## config.mk

```make
export PLATFORM = sky130hd
export DESIGN_NAME = axis_upsizer_flat
export DESIGN_NICKNAME = d
export VERILOG_FILES = /design/src/rtl/axis_upsizer_pkg.sv /design/src/rtl/axis_upsizer_if.sv /design/src/rtl/axis_upsizer.sv /design/src/flat_wrapper.sv
export SDC_FILE = /design/constraint.sdc
export NUM_CORES = 1
export LEC_CHECK = 0
export BUFFER_PORTS_ARGS = -buffer_cell sky130_fd_sc_hd__buf_2
export CAP_MARGIN = 40
export CORE_MARGIN = 2
export CORE_UTILIZATION = 41
export DETAILED_ROUTE_END_ITERATION = 12
export SYNTH_ARGS = -nofsm -noshare
export SYNTH_HDL_FRONTEND = slang
export SYNTH_SLANG_ARGS = --single-unit
```

## constraint.sdc

```tcl
create_clock -name aclk -period 4.9 [get_ports aclk]
set_clock_uncertainty 0.2 [all_clocks]
set_input_delay 0.245 -clock aclk [delete_from_list [all_inputs] [get_ports aclk]]
set_output_delay 0.245 -clock aclk [all_outputs]
set_load 0.02 [all_outputs]
```

## src/rtl/axis_upsizer_pkg.sv

```systemverilog
`default_nettype none
// ============================================================================
//  Module   : axis_upsizer_pkg
//  Purpose  : Shared defaults and parameter-legality helpers for the
//             AXI-Stream width upsizer.
//  Ports    : none (package)
//  Revision : 1.0  initial release
// ============================================================================
package axis_upsizer_pkg;

  localparam int DEFAULT_S_DATA_WIDTH = 8;
  localparam int DEFAULT_RATIO        = 4;
  localparam int MIN_RATIO            = 2;
  localparam int MAX_RATIO            = 16;

  // A ratio is usable only if it is a power of two inside [MIN_RATIO, MAX_RATIO].
  function automatic bit ratio_is_legal(input int ratio);
    return (ratio >= MIN_RATIO) && (ratio <= MAX_RATIO) &&
           ((ratio & (ratio - 1)) == 0);
  endfunction

endpackage : axis_upsizer_pkg
`default_nettype wire

```

## src/rtl/axis_upsizer_if.sv

```systemverilog
`default_nettype none
// ============================================================================
//  Module   : axis_upsizer_if
//  Purpose  : AXI-Stream bundle used on both sides of the upsizer.
//  Signals  : data  [DATA_WIDTH] payload
//             keep  [KEEP_WIDTH] per-lane valid flags (master side only)
//             valid              beat/word valid
//             last               final beat/word of a packet
//             ready              sink accepts
//  Modports : master - drives data/keep/valid/last, samples ready
//             slave  - samples data/valid/last, drives ready (no keep)
//  Revision : 1.0  initial release
// ============================================================================
interface axis_upsizer_if #(
  parameter int DATA_WIDTH = 8,
  parameter int KEEP_WIDTH = 1
) ();

  logic [DATA_WIDTH-1:0] data;
  logic [KEEP_WIDTH-1:0] keep;
  logic                  valid;
  logic                  last;
  logic                  ready;

  modport master (
    output data,
    output keep,
    output valid,
    output last,
    input  ready
  );

  modport slave (
    input  data,
    input  valid,
    input  last,
    output ready
  );

endinterface : axis_upsizer_if
`default_nettype wire

```

## src/rtl/axis_upsizer.sv

```systemverilog
`default_nettype none
// ============================================================================
//  Module   : axis_upsizer
//  Purpose  : Packs RATIO narrow AXI-Stream beats into one wide word,
//             little-endian, with per-lane keep and packet-count tracking.
//  Ports    : aclk       in   clock, rising edge
//             areset     in   synchronous active-high reset
//             s_axis     slave  narrow beat stream (S_DATA_WIDTH)
//             m_axis     master wide word stream (M_DATA_WIDTH, keep RATIO)
//             pkt_count  out  16-bit wrapping count of packets sent
//  Revision : 1.0  initial release
// ============================================================================
module axis_upsizer
  import axis_upsizer_pkg::*;
#(
  parameter int S_DATA_WIDTH = DEFAULT_S_DATA_WIDTH,
  parameter int RATIO        = DEFAULT_RATIO,
  parameter int M_DATA_WIDTH = S_DATA_WIDTH * RATIO
) (
  input  wire                  aclk,
  input  wire                  areset,
  axis_upsizer_if.slave        s_axis,
  axis_upsizer_if.master       m_axis,
  output logic [15:0]          pkt_count
);

  localparam int                 LANE_W    = $clog2(RATIO);
  localparam logic [LANE_W-1:0]  LAST_LANE = LANE_W'(RATIO - 1);
  localparam bit                 PARAMS_OK = ratio_is_legal(RATIO) &&
                                             (M_DATA_WIDTH == S_DATA_WIDTH * RATIO);

  if (!PARAMS_OK) begin : g_param_check
    $error("axis_upsizer: illegal RATIO or M_DATA_WIDTH");
  end

  // Partial word being assembled.
  logic [LANE_W-1:0]       lane_q,     lane_d;
  logic [M_DATA_WIDTH-1:0] acc_data_q, acc_data_d;
  logic [RATIO-1:0]        acc_keep_q, acc_keep_d;

  // Output word register.
  logic [M_DATA_WIDTH-1:0] out_data_q,  out_data_d;
  logic [RATIO-1:0]        out_keep_q,  out_keep_d;
  logic                    out_last_q,  out_last_d;
  logic                    out_valid_q, out_valid_d;

  logic [15:0]             pkt_count_q, pkt_count_d;

  logic                    s_ready;
  logic                    beat_accept;
  logic                    beat_completes;
  logic                    word_taken;
  logic [M_DATA_WIDTH-1:0] merged_data;
  logic [RATIO-1:0]        merged_keep;

  // Accept whenever the output register is empty or is being drained this
  // cycle; this gives one beat per cycle with no bubble.
  assign s_ready        = !out_valid_q || m_axis.ready;
  assign beat_accept    = s_axis.valid && s_ready;
  assign beat_completes = beat_accept && ((lane_q == LAST_LANE) || s_axis.last);
  assign word_taken     = out_valid_q && m_axis.ready;

  // Accumulator with the incoming beat dropped into its lane.
  always_comb begin
    merged_data = acc_data_q;
    merged_keep = acc_keep_q;
    for (int k = 0; k < RATIO; k++) begin
      if (lane_q == LANE_W'(k)) begin
        merged_data[k*S_DATA_WIDTH +: S_DATA_WIDTH] = s_axis.data;
        merged_keep[k]                              = 1'b1;
      end
    end
  end

  always_comb begin
    lane_d      = lane_q;
    acc_data_d  = acc_data_q;
    acc_keep_d  = acc_keep_q;
    out_data_d  = out_data_q;
    out_keep_d  = out_keep_q;
    out_last_d  = out_last_q;
    out_valid_d = out_valid_q;
    pkt_count_d = pkt_count_q;

    if (word_taken) begin
      out_valid_d = 1'b0;
      if (out_last_q) begin
        pkt_count_d = pkt_count_q + 16'd1;
      end
    end

    if (beat_accept) begin
      if (beat_completes) begin
        // A completing beat may coincide with the drain above; the reload
        // overrides the clear so the next word follows without a gap.
        out_data_d  = merged_data;
        out_keep_d  = merged_keep;
        out_last_d  = s_axis.last;
        out_valid_d = 1'b1;
        // Clearing data as well as keep makes the unused upper lanes of a
        // short packet read as zero.
        acc_data_d  = '0;
        acc_keep_d  = '0;
        lane_d      = '0;
      end else begin
        acc_data_d  = merged_data;
        acc_keep_d  = merged_keep;
        lane_d      = lane_q + LANE_W'(1);
      end
    end
  end

  always_ff @(posedge aclk) begin
    if (areset) begin
      lane_q      <= '0;
      acc_data_q  <= '0;
      acc_keep_q  <= '0;
      out_data_q  <= '0;
      out_keep_q  <= '0;
      out_last_q  <= 1'b0;
      out_valid_q <= 1'b0;
      pkt_count_q <= '0;
    end else begin
      lane_q      <= lane_d;
      acc_data_q  <= acc_data_d;
      acc_keep_q  <= acc_keep_d;
      out_data_q  <= out_data_d;
      out_keep_q  <= out_keep_d;
      out_last_q  <= out_last_d;
      out_valid_q <= out_valid_d;
      pkt_count_q <= pkt_count_d;
    end
  end

  assign s_axis.ready = s_ready;
  assign m_axis.data  = out_data_q;
  assign m_axis.keep  = out_keep_q;
  assign m_axis.last  = out_last_q;
  assign m_axis.valid = out_valid_q;
  assign pkt_count    = pkt_count_q;

endmodule : axis_upsizer
`default_nettype wire

```

## src/flat_wrapper.sv

```systemverilog
// flat-port wrapper written by rule: the top's interface ports become plain ports
module axis_upsizer_flat import axis_upsizer_pkg::*;
#(
  parameter int S_DATA_WIDTH = DEFAULT_S_DATA_WIDTH,
  parameter int RATIO        = DEFAULT_RATIO,
  parameter int M_DATA_WIDTH = S_DATA_WIDTH * RATIO
)
  (aclk, areset, pkt_count, s_axis_data, s_axis_valid, s_axis_last, s_axis_ready, m_axis_data, m_axis_keep, m_axis_valid, m_axis_last, m_axis_ready);
  axis_upsizer_if #(.DATA_WIDTH((8)), .KEEP_WIDTH(1)) s_axis_i ();
  axis_upsizer_if #(.DATA_WIDTH(((8) * (4))), .KEEP_WIDTH((4))) m_axis_i ();
  input  wire aclk;
  input  wire areset;
  output logic [15:0] pkt_count;
  input wire logic [$bits(s_axis_i.data)-1:0] s_axis_data;
  input wire logic [$bits(s_axis_i.valid)-1:0] s_axis_valid;
  input wire logic [$bits(s_axis_i.last)-1:0] s_axis_last;
  output wire logic [$bits(s_axis_i.ready)-1:0] s_axis_ready;
  output wire logic [$bits(m_axis_i.data)-1:0] m_axis_data;
  output wire logic [$bits(m_axis_i.keep)-1:0] m_axis_keep;
  output wire logic [$bits(m_axis_i.valid)-1:0] m_axis_valid;
  output wire logic [$bits(m_axis_i.last)-1:0] m_axis_last;
  input wire logic [$bits(m_axis_i.ready)-1:0] m_axis_ready;
  assign s_axis_i.data = s_axis_data;
  assign s_axis_i.valid = s_axis_valid;
  assign s_axis_i.last = s_axis_last;
  assign s_axis_ready = s_axis_i.ready;
  assign m_axis_data = m_axis_i.data;
  assign m_axis_keep = m_axis_i.keep;
  assign m_axis_valid = m_axis_i.valid;
  assign m_axis_last = m_axis_i.last;
  assign m_axis_i.ready = m_axis_ready;
  axis_upsizer #(.S_DATA_WIDTH(S_DATA_WIDTH), .RATIO(RATIO), .M_DATA_WIDTH(M_DATA_WIDTH)) u_core (.aclk(aclk), .areset(areset), .s_axis(s_axis_i), .m_axis(m_axis_i), .pkt_count(pkt_count));
endmodule
```

==> impl_metrics.ini <==
[synth]
ys_seq_area_frac = 0.497
synth-edff-count = 0
async_flop_share = 0
synth_area_per_cell_um2 = 9.52
netlist_instances = 389
synth_top_area_frac = 0.497
ys_types = 41
ys_seq_elements = 92
synth.largest_area_cell = dfxtp_1
syn-cell-area_mm2 = 0.00370
syn_nets = 407
synth_flop_cell = dfxtp_1
yosysMostFrequentCell = dfxtp_1
netlist_top_cells_area = dfxtp_1 (50%), mux2i_1 (8.9%), nor2_1 (8.1%)
yosysWarnings = 0
synthTopCellsByCount = dfxtp_1 (92), nor2_1 (80), a211oi_1 (35), mux2i_1 (33), a22oi_1 (21)

[die]
ioPinCount = 68
chipHeight_um = 99.1
rows = 34
core-area_mm2 = 0.00876
die_area_mm2 = 0.00981
die_w_um = 99.1
start_util = 0.423

[global_routing]
met1_usage = 0.249
met3_usage = 0.0326
grt_usage = 0.172
grtUsageMet2 = 0.257
grt_start_max_net_pins = 75
grt_pass1_vias = 2663
overflow = 0
antenna_found_initial = 0
grt.busiest_layer = met2
grt_pass1_wl_um = 13500

[clock_tree]
clock-sinks = 92
cts_buffers = 9
cts.clk_slew.worst_paths_ns = 0.10
clk_latency_ns = 0.35
cts_tree = done
cts-htree-levels = 3
holdBufCountCts = 1
postCtsSetupBuffers = 0
cts_resized = 0
cts_root_buf = clkbuf_8
clockBufferDepth = 2

[power_and_ir_drop]
power_mw = 1.53
p_per_area_mw_per_mm2 = 357
ir_drop_uv = 205
p_leak_nw = 1.70

[layout]
drive_gt1_frac = 0.213
diodes = 0
fillers = 839
finalNonFillerCells = 554
finalInstanceArea_mm2 = 0.00430
fin_nets = 460
fin_util = 0.490
area_delta_synth_final_pct = 15.9

[sta]
period_share = 0.567
relSlewSlack = 0.434
hold_viol_final = 0
tightest_slew_ns = 0.839
hold_slack_ns = 0.0530
tns_ns = 0
fin_crit_ns = 2.78
finalWorstSetupSlack_ns = 2.12
finalSetupViolCount = 0
timing.fmax_mhz = 360
slew_viol_final = 0
rsz0062_at_grt = no

[worst_setup_path]
reg2reg_slack_ns = 2.12
startpoint = u_core.lane_q[0]
crit_arrival_ns = 2.83
endpoint = u_core.acc_data_q[26]
cp-start-kind = flip-flop
worst-path-max-fanout = 74
cp.required_ns = 4.95
ff2ff_path_depth = 6
endpoint_kind = flip-flop
worstSetupPathType = reg2reg
r2r-end = u_core.acc_data_q[26]
reg2reg_from = u_core.lane_q[0]

[detailed_routing]
drc = 0
routed_via_density = 5.24
vias = 2903
first_pass_iters = 4
drt-initial-drc-count = 141
wl_um = 8080
wl_per_cell_um = 14.6
drtAntennaViolNets = 0

[placement]
post_dp_cell_area_mm2 = 0.00406
io_buffers = 67
dpl.hpwl_um = 5470
gp_congestion = 0.741
placedCellCount = 538
pre_cts_ws_ns = 2.15

[outcome]
status = finished, final reports clean

[hold_path]
min_path_type = in2reg

[job]
maxCapViolCount = 0
## power by group
| part | total, mW | leakage [nW] | internal, mW | switching, mW |
|---|---|---|---|---|
| logic | 0.175 | 0.847 | 0.0604 | 0.115 |
| registers | 0.791 | 0.749 | 0.776 | 0.0148 |
| clock network | 0.568 | 0.109 | 0.301 | 0.266 |
| total | 1.53 | 1.70 | 1.14 | 0.396 |
## logic make-up (layout without fill, tap and decap cells)
group,count (synthesis),count (layout),share of synthesized area
and+or+nand+nor,135,135,0.180
DFF,92,92,0.497
AOI/OAI and AO/OA,81,81,0.152
muxes,33,33,0.0892
buffers and inverters,33,90,0.0415
xor gates and xnor gates,10,10,0.0236
adders and majority gates,5,5,0.0169
## critical path, stage by stage, from the launching register on
cell	delay, ns
dfxtp_1	0.41
ha_1	0.62
nor2_1	0.19
nor3b_2	0.19
buf_4	0.58
nor2_1	0.25
and2_1	0.23
## metal layers
layer,part of all wire,vias up
met5,0,-
li1,-,1490
met4,0.017,0
met2,0.46,57
met3,0.040,12
met1,0.49,1344
## layout make-up
type | count | area [um2] | share of cell area
tap | 108 | 135 | 0.0315
clock buffer | 10 | 138 | 0.0320
inverter | 3 | 11.3 | 0.00262
sequential | 92 | 1840 | 0.429
multi-input combinational | 264 | 1710 | 0.399
timing repair buffer | 72 | 370 | 0.0862
clock inverter | 5 | 85.1 | 0.0198
## how the worst min path moves through the flow
stage	start	end	slack (ns)	depth (start not counted)
after global routing	s_axis_data[1]	u_core.acc_data_q[1]	0.08	3
after CTS	s_axis_data[6]	u_core.acc_data_q[22]	0.06	3
after global placement	u_core.acc_data_q[2]	u_core.acc_data_q[2]	0.24	2
after detailed placement	u_core.acc_data_q[25]	u_core.acc_data_q[25]	0.25	1
final	s_axis_data[6]	u_core.acc_data_q[22]	0.05	3
after floorplan	s_axis_last	u_core.m_axis.keep[3]	0.15	1
## flip-flops by register name, summed over array words and instances (netlist names)
name                 flops
u_core.acc_data_q       32
u_core.acc_keep_q        4
u_core.lane_q            2
u_core.m_axis.data      32
u_core.m_axis.keep       4
u_core.m_axis.last       1
u_core.m_axis.valid      1
u_core.pkt_count        16
## cell usage in the layout, fill, tap and decap left out, types with 5 or more instances in the layout
master,synthesis,routed
dfxtp_1,92,92
nor2_1,80,80
buf_2,8,69
a211oi_1,35,35
mux2i_1,33,33
a22oi_1,21,21
a21oi_1,15,15
and2_1,10,10
nand3_1,10,10
clkbuf_8,0,10
nand2_1,9,9
xnor2_1,5,5
o21ai_0,5,5
xor2_1,5,5
ha_1,5,5
No activity file was read; power rests on OpenSTA's default activity.
